===== src/rtl/ps2_packet_sequencer.sv =====
// ps2_packet_sequencer: assembles validated PS/2 mouse bytes into packets.
// Define PS2_WHEEL_EN for 4-byte IntelliMouse packets (default: 3-byte).
module ps2_packet_sequencer #(
  parameter int TIMEOUT_CYCLES = 200000,
  parameter int ERR_W          = 8
) (
  input  logic             i_clk,
  input  logic             i_reset,
  input  logic             i_stream_en,
  input  logic             i_byte_valid,
  input  logic [7:0]       i_byte,
  output logic [7:0]       o_signal1,
  output logic [7:0]       o_signal2,
  output logic [7:0]       o_signal3,
  output logic [7:0]       o_signal4,
  output logic             o_packet_valid,
  output logic             o_resync,
  output logic             o_busy,
  output logic [ERR_W-1:0] o_err_count
);

  localparam logic [1:0] WAIT_B1 = 2'd0;
  localparam logic [1:0] WAIT_B2 = 2'd1;
  localparam logic [1:0] WAIT_B3 = 2'd2;
`ifdef PS2_WHEEL_EN
  localparam logic [1:0] WAIT_B4 = 2'd3;
  localparam logic [1:0] LAST_ST = WAIT_B4;
`else
  localparam logic [1:0] LAST_ST = WAIT_B3;
`endif

  localparam int CNT_W = (TIMEOUT_CYCLES > 2) ?
                         $clog2(TIMEOUT_CYCLES) : 1;
  localparam logic [CNT_W-1:0] TO_LAST = CNT_W'(TIMEOUT_CYCLES - 1);
  localparam logic [ERR_W-1:0] ERR_MAX = '1;

  logic [1:0]       state;
  logic [1:0]       state_nxt;
  logic [CNT_W-1:0] to_cnt;
  logic [7:0]       stg1;
  logic [7:0]       stg2;
`ifdef PS2_WHEEL_EN
  logic [7:0]       stg3;
`endif
  logic             take;
  logic             bad_sync;
  logic             expire;
  logic             commit;
  logic             discard;
  logic             drop;

  assign take     = i_stream_en & i_byte_valid;
  assign bad_sync = take & (state == WAIT_B1) & ~i_byte[3];
  assign expire   = i_stream_en & ~i_byte_valid &
                    (state != WAIT_B1) & (to_cnt == TO_LAST);
  assign commit   = take & (state == LAST_ST);
  assign discard  = bad_sync | expire;
  // Partial packets vanish on timeout or when streaming is switched off.
  assign drop     = expire | ~i_stream_en;
  assign o_busy   = (state != WAIT_B1);

  always_comb begin
    state_nxt = state;
    unique case (1'b1)
      !i_stream_en: state_nxt = WAIT_B1;
      expire:       state_nxt = WAIT_B1;
      take: begin
        case (state)
          WAIT_B1: state_nxt = i_byte[3] ? WAIT_B2 : WAIT_B1;
          WAIT_B2: state_nxt = WAIT_B3;
`ifdef PS2_WHEEL_EN
          WAIT_B3: state_nxt = WAIT_B4;
`else
          WAIT_B3: state_nxt = WAIT_B1;
`endif
          default: state_nxt = WAIT_B1;
        endcase
      end
      default: state_nxt = state;
    endcase
  end

  always_ff @(posedge i_clk or posedge i_reset) begin
    if (i_reset) begin
      state  <= WAIT_B1;
      to_cnt <= '0;
    end else begin
      state <= state_nxt;
      if (take || state_nxt == WAIT_B1)
        to_cnt <= '0;
      else
        to_cnt <= to_cnt + CNT_W'(1);
    end
  end

  always_ff @(posedge i_clk or posedge i_reset) begin
    if (i_reset) begin
      stg1 <= 8'h00;
      stg2 <= 8'h00;
`ifdef PS2_WHEEL_EN
      stg3 <= 8'h00;
`endif
    end else if (drop) begin
      stg1 <= 8'h00;
      stg2 <= 8'h00;
`ifdef PS2_WHEEL_EN
      stg3 <= 8'h00;
`endif
    end else if (take) begin
      if (state == WAIT_B1 && i_byte[3])
        stg1 <= i_byte;
      if (state == WAIT_B2)
        stg2 <= i_byte;
`ifdef PS2_WHEEL_EN
      if (state == WAIT_B3)
        stg3 <= i_byte;
`endif
    end
  end

  // Last byte bypasses staging so the packet lands on the same edge.
  always_ff @(posedge i_clk or posedge i_reset) begin
    if (i_reset) begin
      o_signal1 <= 8'h00;
      o_signal2 <= 8'h00;
      o_signal3 <= 8'h00;
`ifdef PS2_WHEEL_EN
      o_signal4 <= 8'h00;
`endif
    end else if (commit) begin
      o_signal1 <= stg1;
      o_signal2 <= stg2;
`ifdef PS2_WHEEL_EN
      o_signal3 <= stg3;
      o_signal4 <= i_byte;
`else
      o_signal3 <= i_byte;
`endif
    end
  end

`ifndef PS2_WHEEL_EN
  assign o_signal4 = 8'h00;
`endif

  always_ff @(posedge i_clk or posedge i_reset) begin
    if (i_reset) begin
      o_packet_valid <= 1'b0;
      o_resync       <= 1'b0;
      o_err_count    <= '0;
    end else begin
      o_packet_valid <= commit;
      o_resync       <= discard;
      if (discard && o_err_count != ERR_MAX)
        o_err_count <= o_err_count + ERR_W'(1);
    end
  end

endmodule

===== config.mk =====
export PLATFORM = sky130hd
export DESIGN_NAME = ps2_packet_sequencer
export DESIGN_NICKNAME = d
export VERILOG_FILES = /design/src/rtl/ps2_packet_sequencer.sv
export SDC_FILE = /design/constraint.sdc
export NUM_CORES = 1
export LEC_CHECK = 0
export ABC_AREA = 1
export CAP_MARGIN = 20
export CORE_MARGIN = 5
export CORE_UTILIZATION = 53
export CTS_BUF_LIST = sky130_fd_sc_hd__clkbuf_8 sky130_fd_sc_hd__clkbuf_16
export DETAILED_ROUTE_END_ITERATION = 8
export GPL_TIMING_DRIVEN = 1
export PLACE_DENSITY_LB_ADDON = 0.08
export SLEW_MARGIN = 25
export SYNTH_ARGS = -nofsm -noshare
export SYNTH_HDL_FRONTEND = slang
export SYNTH_SLANG_ARGS = --single-unit

===== constraint.sdc =====
create_clock -name i_clk -period 2.37 [get_ports i_clk]
set_input_delay 0.237 -clock i_clk [delete_from_list [all_inputs] [get_ports i_clk]]
set_output_delay 0.237 -clock i_clk [all_outputs]
set_load 0.03 [all_outputs]

==> qor.csv <==
metric,value,unit
unrepaired setup endpoints after global routing,no,
Switching Fraction,31.3,%
vias,2464,
HPWL Detailed,4930,microns
"Period Utilization, post-route",81.6,%
"Top FF cell, synth",dfrtp_1,
slowest cell on the critical path,clkdlybuf4s50_1,
root buffer cell,clkbuf_8,
postcts setup bufs,0,
post-synthesis async set-or-reset flop share,100,%
die width,87.7,microns
WP buf/inv,2,
"Req. time, crit path",2.13,ns
Yosys cell types,27,
Reg power frac,44.0,%
layout cell share with drive strength beyond 1,7.14,%
Post-synth EDFFs,0,
"Clk pin slew, worst setup/hold paths",0.08,ns
floorplan row count,28,
initial core utilization,54.4,%
Power Internal,0.00220,W
"FF+latch count, synth",70,
Total GRT Usage,18.9,%
Max Clk Rate,517,MHz
synthesized area,3200,sq um
Post-Syn Instances,374,
switching power,0.000998,W
most frequent cells after synthesis,"90 x nand2_1, 70 x dfrtp_1, 52 x inv_1",
top cell type's share of synthesized area,54.7,%
DRC violations left,0,
crit-path max FO,4,
global-route wire length before repair,11200,microns
initial antenna violation count,0,
vias in the first global route,2444,
number of I/O port buffers,46,
status,completed,
combinational share of power,23.5,%
cells along the critical path,nor2_1 -> inv_1 -> clkdlybuf4s50_1,
crit path kind,register to output port,
CTS tree,built,
Worst-Skew Late Latency,0.34,ns
pwr/cell area,809,nW/um^2
total gr overflow,0,
skew final,0.0109,ns
core box area,5890,sq um
WL final,6600,microns
Overall Power,0.00319,W
Initial DRC Count,101,
peak supply drop,492,uV
Longest Clk Path Bufs,2,
Clock power frac,32.6,%
GP Congestion,0.877,
Nets,443,
Total Die Area,7700,sq um
Max stage delay on crit path,0.67,ns
reg-to-reg endpoint,to_cnt[8]$_DFF_PP0_,
Pins Over Slew Limit,0,
CP Data Arrival Time,1.70,ns
largest net degree at the start of global routing,45,
pin slew with the least headroom to its limit,0.622,ns
area grow syn2layout,23.2,%
"area leader, netlist",dfrtp_1,
setup TNS,0,ns
CTS resizes,0,
most common cell in the netlist,nand2_1,
H-tree levels,3,
antenna-violating nets left,0,
Area contributors post-synth,"dfrtp_1 55%, nand2_1 11%, o21ai_0 6.3%",
clk sink count,70,
LEAKAGE,1.82,nW
sequential share of the synthesized area,54.7,%
WL/cell,13.0,microns
Max-Slew Margin vs Limit,58.4,%
CTS buffer count,9,
Levels on crit path,3,
internal reg-to-reg setup slack,0.50,ns
DRT Pass-1 Iters,4,
Vias/cell,4.84,
Synthesis Warnings,0,
die height,87.7,microns
Worst Hold Class,primary input to asynchronous set/reset pin,
Tmin final,1.94,ns
Max-cap violations,0,
Worst R2R Start,to_cnt[0]$_DFF_PP0_,
antenna cells,0,
Final Hold Fails,0,
"Avg Cell Area, Syn",8.56,sq um
Top Ports,55,
startpoint types,register,
CTS hold repair buffers,0,
CP Capture Type,output port,
CP top delay family,buffers and inverters,
Worst Setup EP,o_busy,
Critical Path Start,state[0]$_DFF_PP0_,
final setup vio count,0,
r2r worst-path depth,8,
==> cells by family (layout without fill, tap and decap cells) <==
kind of cell	after synthesis	in the layout	synth area share (%)
adder cells (fa/ha/maj)	2	2	0.781
flip-flops	70	70	54.7
other	1	8	0.117
buffers and inverters	68	121	9.53
XOR/XNOR	16	16	4.37
AO/OA/AOI/OAI	47	47	7.93
AND/OR/NAND/NOR	170	170	22.6
==> layout by cell type (no fill, tap or decap), drive strengths merged, types with 5 or more instances in the layout <==
cell,Yosys,layout
inv,54,55
xnor2,5,5
nor3,9,9
conb,1,8
nand2,93,93
clkdlybuf4s50,0,46
clkbuf,2,9
nor2,45,45
dfrtp,70,70
nand4,5,5
nand3,18,18
xor2,11,11
o21ai,43,43
buf,12,5
==> power groups by stage <==
stage	logic [W]	clock network, W	registers [W]
after floorplan	0.000244	0	0.00163
after global placement	0.000747	0	0.00143
after detailed placement	0.000761	0	0.00143
after CTS	0.000762	0.00106	0.00141
after global routing	0.000810	0.00111	0.00143
final	0.000749	0.00104	0.00140
==> layer usage <==
metal	track usage (%)	wire, microns	vias to the layer above
met5	0	0	-
met4	7.81	116	0
met3	3.67	323	10
met2	31.4	3220	58
met1	24.3	2940	1137
li1	-	-	1259
==> stage by stage <==
step                      hold slack, ns  worst slack (ns)  cell area [sq um]  std cells  utilization, %
final                              0.286             0.435               3950        509            67.1
after global routing               0.348             0.305               3950        509            67.1
after CTS                          0.314             0.412               3950        509            67.1
after detailed placement           0.458             0.310               3730        493            63.4
after global placement             0.455             0.362               3730        493            63.4
after floorplan                    0.354             0.365               3230        381               -
==> sequential cells by signal, summed over array words and instances (netlist names) <==
signal          cells
o_signal3           8
to_cnt             18
o_resync            1
o_packet_valid      1
stg2                8
o_signal1           8
stg1                8
o_err_count         8
o_signal2           8
state               2
==> how the worst min path moves through the flow <==
stage / start / to / slack [ns] / cells past startpoint
6_report: i_reset / stg1[2]$_DFFE_PP0P_ / 0.29 / 2
5_1_grt: i_reset / stg1[2]$_DFFE_PP0P_ / 0.35 / 2
4_1_cts: i_reset / to_cnt[5]$_DFF_PP0_ / 0.31 / 2
3_5_place_dp: o_signal1[0]$_DFFE_PP0P_ / o_signal1[0]$_DFFE_PP0P_ / 0.46 / 2
3_3_place_gp: o_signal1[0]$_DFFE_PP0P_ / o_signal1[0]$_DFFE_PP0P_ / 0.45 / 2
2_1_floorplan: i_byte[0] / o_signal3[0]$_DFFE_PP0P_ / 0.35 / 2
==> final cells by class <==
class,instances,area [sq um]
Multi-Input combinational cell,243,1170
Sequential cell,70,1750
Tap cell,75,93.8
Inverter,54,205
Clock buffer,9,124
Clock inverter,7,90.1
Fill cell,504,1940
Timing Repair Buffer,51,510
==> worst reg2reg max path, delay by kind of cell (launching register included) <==
kind / cells / cell delay (ns)
fa+ha+maj: 1 / 0.22
buf+inv: 1 / 0.07
compound gates: 1 / 0.22
flops: 1 / 0.46
simple gates: 5 / 0.75
Power figures use the tool's default switching activity.
